File: config.mk
export PLATFORM = sky130hd
export DESIGN_NAME = i2s_audio_tx
export DESIGN_NICKNAME = d
export VERILOG_FILES = /design/src/rtl/i2s_audio_tx.sv
export SDC_FILE = /design/constraint.sdc
export NUM_CORES = 1
export LEC_CHECK = 0
export CAP_MARGIN = 20
export CELL_PAD_IN_SITES_DETAIL_PLACEMENT = 2
export CELL_PAD_IN_SITES_GLOBAL_PLACEMENT = 2
export CORE_ASPECT_RATIO = 1.75
export CORE_MARGIN = 4
export CORE_UTILIZATION = 37
export CTS_CLUSTER_SIZE = 20
export DETAILED_ROUTE_END_ITERATION = 16
export PLACE_DENSITY_LB_ADDON = 0.1
export SYNTH_ARGS = -nofsm -noshare
export SYNTH_HDL_FRONTEND = slang
export SYNTH_SLANG_ARGS = --single-unit
File: constraint.sdc
create_clock -name clk -period 2 [get_ports clk]
set_input_delay 0.5 -clock clk [delete_from_list [all_inputs] [get_ports clk]]
set_output_delay 0.5 -clock clk [all_outputs]
set_load 0.03 [all_outputs]
File: src/rtl/i2s_audio_tx.sv
// i2s_audio_tx: Philips I2S serializer with valid/ready sample intake; define I2S_UNDERRUN_MUTE_EN to send silence on underrun
module i2s_audio_tx #(
  parameter int SAMPLE_W = 16,
  parameter int SLOT_W = 32,
  parameter int BCLK_DIV = 8
) (
  input  logic                clk,
  input  logic                rst_n,
  input  logic [SAMPLE_W-1:0] sample_l,
  input  logic [SAMPLE_W-1:0] sample_r,
  input  logic                sample_valid,
  output logic                sample_ready,
  output logic                bclk,
  output logic                lrck,
  output logic                sdata,
  output logic                frame_start,
  output logic                underrun
);
  localparam int FW = 2 * SLOT_W;
  localparam int DW = $clog2(BCLK_DIV);
  localparam int BW = $clog2(FW);
  localparam logic [DW-1:0] DIV_LAST = DW'(BCLK_DIV - 1);
  localparam logic [DW-1:0] DIV_HALF = DW'(BCLK_DIV / 2);
  localparam logic [BW-1:0] B_LAST = BW'(FW - 1);
  localparam logic [BW-1:0] B_SLOT = BW'(SLOT_W);
  logic [DW-1:0] div_cnt, div_nx;
  logic [BW-1:0] b, b_nx, b_la;
  logic [2*SAMPLE_W-1:0] hold, last, load_pair;
  logic [SLOT_W-1:0] slot_l, slot_r;
  logic [FW-1:0] sh, load_frame;
  logic hold_full, wrap, load, accept;
  always_comb begin
    wrap = div_cnt == DIV_LAST;
    div_nx = wrap ? '0 : div_cnt + 1'b1;
    b_nx = (b == B_LAST) ? '0 : b + 1'b1;
    b_la = (b_nx == B_LAST) ? '0 : b_nx + 1'b1;
    load = wrap && (b == B_LAST);
    accept = sample_valid && sample_ready;
`ifdef I2S_UNDERRUN_MUTE_EN
    load_pair = hold_full ? hold : '0;
`else
    load_pair = hold_full ? hold : last;
`endif
    slot_l = SLOT_W'(load_pair[2*SAMPLE_W-1:SAMPLE_W]) << (SLOT_W - SAMPLE_W);
    slot_r = SLOT_W'(load_pair[SAMPLE_W-1:0]) << (SLOT_W - SAMPLE_W);
    load_frame = {slot_l, slot_r};
  end
  always_ff @(posedge clk) begin
    if (!rst_n) begin
      div_cnt <= '0;
      b <= '0;
      bclk <= 1'b0;
      lrck <= 1'b0;
      sdata <= 1'b0;
      frame_start <= 1'b0;
      underrun <= 1'b0;
      sample_ready <= 1'b0;
      hold_full <= 1'b0;
      hold <= '0;
      last <= '0;
      sh <= '0;
    end else begin
      div_cnt <= div_nx;
      bclk <= div_nx >= DIV_HALF;
      if (wrap) begin
        b <= b_nx;
        lrck <= b_la >= B_SLOT;
        sdata <= load ? load_frame[FW-1] : sh[FW-1];
        sh <= load ? load_frame << 1 : sh << 1;
      end
      frame_start <= load;
      underrun <= load && !hold_full;
      if (load) last <= load_pair;
      if (accept) hold <= {sample_l, sample_r};
      hold_full <= accept || (hold_full && !load);
      sample_ready <= !accept && !hold_full;
    end
  end
endmodule

==> results.json <==
{
  "slowest_stage": "clkdlybuf4s50_1",
  "crit_fanout": 2,
  "synth_xor_xnor_area_share_pct": 0.669,
  "power_frac_clock_pct": 52.6,
  "finalPower_w": 0.00602,
  "path_class": "flip-flop to output pin",
  "synth_top_family_by_area": "multiplexers",
  "worst_setup_path_start_kind": "flip-flop",
  "hold_violations": 0,
  "cts_buffers": 17,
  "synthMuxAreaShare_pct": 18.7,
  "cts_buffer_depth": 2,
  "clk_pin_slew_ns": 0.05,
  "synth_compound_area_share_pct": 11.3,
  "r2r_end": "last[15]",
  "totalWireLength_um": 13200,
  "synth.most_common_cell": "dfxtp_1",
  "crit_required_ns": 1.50,
  "diodes": 0,
  "initial_core_util_pct": 37.7,
  "gp_congestion": 0.727,
  "std_cell_rows": 57,
  "synth_cell_type_count": 41,
  "yosysWarnings": 0,
  "power.density_nw_per_um2": 936,
  "p_comb_share_pct": 4.7,
  "wl_per_cell_um": 17.5,
  "die-area_sq_um": 16200,
  "hold_buffers": 0,
  "synth_top_area_share_pct": 48.1,
  "endpoint_kind": "output pin",
  "period_needed_ns": 1.97,
  "r2r_slack_ns": 0.26,
  "hp-start": "div_cnt[0]",
  "first_global_vias": 4454,
  "period_share_pct": 98.3,
  "path_delay_family": "buffers and inverters",
  "grt_pass1_wl_um": 22400,
  "cp_num_buf_inv": 1,
  "synth_fa_ha_area_share_pct": 0.955,
  "crit_arrival_ns": 1.47,
  "syn_to_final_growth_pct": 22.8,
  "synth_enable_flop_cells": 0,
  "core_area_sq_um": 13900,
  "drtIter0Drc": 80,
  "routed_via_density": 5.22,
  "ant_nets": 0,
  "synthSimpleGateAreaFrac_pct": 15.0,
  "dp.cells": 727,
  "swShare_pct": 20.6,
  "grt_use_total_pct": 17.4,
  "syn_inst": 533,
  "grt_max_degree": 73,
  "filler_cell_count": 1477,
  "p_sw_w": 0.00124,
  "skew_ns": 0.00568,
  "relSlewSlack_pct": 76.5,
  "tns_ns": 0,
  "hpwl_um": 8330,
  "h-tree-depth": 4,
  "syn_avg_cell_area_sq_um": 9.83,
  "clock-sinks": 126,
  "seq_power_share_pct": 42.7,
  "rsz0062_at_grt": "false",
  "io_pins": 41,
  "worst_slew_pin_slew_ns": 0.353,
  "synth_ff_type": "dfxtp_1",
  "synthTopCellsByCount": "dfxtp_1, nand2_1, mux2i_1",
  "cp-endpoint": "sdata",
  "cts_tree": "built",
  "power.static_leakage_nw": 2.53,
  "synthArstFlopShare_pct": 0,
  "syn_area_sq_um": 5240,
  "min_path_type": "flip-flop to flip-flop",
  "synth_seq_cells": 126,
  "dr.pass1.iters": 4,
  "dieHeight_um": 165,
  "die_w_um": 98.0,
  "fmax_ghz": 0.509,
  "synth_top_area_cell": "dfxtp_1",
  "overflow": 0,
  "r2r.worst_path.cells": 7,
  "power.internal_w": 0.00478,
  "vias": 3950,
  "grt_antenna_before_repair": 0,
  "drv_cap": 0,
  "worst_path_largest_cell_delay_ns": 0.69,
  "slew_violations": 0,
  "ys_seq_area_share_pct": 48.1,
  "yosys-top-cells-area": "dfxtp_1, mux2i_1, mux2_2, nand2_1, nand3b_1",
  "reg2reg_from": "div_cnt[0]",
  "nets": 608,
  "drc": 0,
  "clk_latency_ns": 0.41,
  "cp_cell_sequence": "clkdlybuf4s50_1",
  "io_buffer_count": 40,
  "drive_gt1_share_pct": 14.7,
  "finalSetupViolations": 0,
  "post-cts-setup-buffer-count": 0,
  "syn_nets": 572,
  "cp.depth": 1,
  "status": "finished clean",
  "stdcell_count": 757,
  "cts_root_buffer": "clkbuf_16",
  "cp-startpoint": "sdata",
  "peakVddDrop_mv": 0.526
}
[cells by family (layout without fill, tap and decap cells)]
group	Yosys count	in the layout
buffers and inverters	48	95
xor gates and xnor gates	4	4
DFF	126	126
adders and majority gates	4	4
and+or+nand+nor	160	160
AOI/OAI and AO/OA	97	97
muxes	94	94
[routing by layer]
metal	vias up	wire, um	GRT usage, %
met4	0	167	6.18
met2	41	7450	34.4
li1	1912	-	-
met3	13	275	3.78
met5	-	0	0
met1	1984	5350	17.6
[how the worst min path moves through the flow]
stage,end,slack [ns],cells after the start
after detailed placement,div_cnt[0],0.44,1
after global placement,div_cnt[0],0.42,1
after CTS,div_cnt[0],0.44,1
final,div_cnt[0],0.44,1
after global routing,div_cnt[0],0.47,1
after floorplan,div_cnt[0],0.40,1
[through the flow]
| stage | setup slack, ns | util (%) | hold WS (ns) | cell area [sq um] |
|---|---|---|---|---|
| final | 0.0338 | 46.3 | 0.438 | 6430 |
| after global routing | 0.00152 | 46.3 | 0.466 | 6430 |
| after CTS | 0.0193 | 46.3 | 0.445 | 6430 |
| after detailed placement | 0.184 | 42.0 | 0.437 | 5840 |
| after global placement | 0.228 | 42.0 | 0.419 | 5840 |
| after floorplan | 0.296 | - | 0.404 | 5240 |
[registers in the layout (all words and copies together) (netlist names)]
signal        cells
b                 6
bclk              1
div_cnt           2
frame_start       1
hold             32
hold_full         1
last             32
lrck              1
sample_ready      1
sdata             1
sh               47
underrun          1
[timing repair]
action | CTS | global route
hold endpoints to repair | 0 | 0
resized for setup | 0 | 1
setup endpoints to repair | 0 | 1
[power groups by stage]
stage	Sequential [W]	Combinational, W	Clock [W]
2_1_floorplan	0.00262	0.000141	0
3_3_place_gp	0.00262	0.000281	0
3_5_place_dp	0.00263	0.000290	0
4_1_cts	0.00257	0.000291	0.00325
5_1_grt	0.00258	0.000313	0.00336
6_report	0.00257	0.000284	0.00316
[layout make-up]
| type | instances | area (sq um) | share of cell area (%) |
|---|---|---|---|
| tap | 177 | 221 | 3.44 |
| clock inverter | 8 | 140 | 2.18 |
| multi-input combinational | 359 | 2450 | 38.1 |
| timing repair buffer | 60 | 628 | 9.76 |
| inverter | 5 | 18.8 | 0.292 |
| clock buffer | 22 | 454 | 7.06 |
| sequential | 126 | 2520 | 39.2 |
[placed cells by master, fill, tap and decap left out, drive strengths merged, types with 2 or more instances in the layout]
cell type,n
a21oi,36
nand3,4
clkinv,4
nand3b,31
dfxtp,126
bufinv,4
clkbuf,22
mux2i,63
a31oi,2
nand2,70
ha,4
a211oi,2
nor2,38
xor2,3
inv,5
o21ai,34
clkdlybuf4s50,39
mux2,31
and2,3
buf,20
a22o,16
nor3,5
nand4,3
nand2b,3
Power figures use the tool's default switching activity.
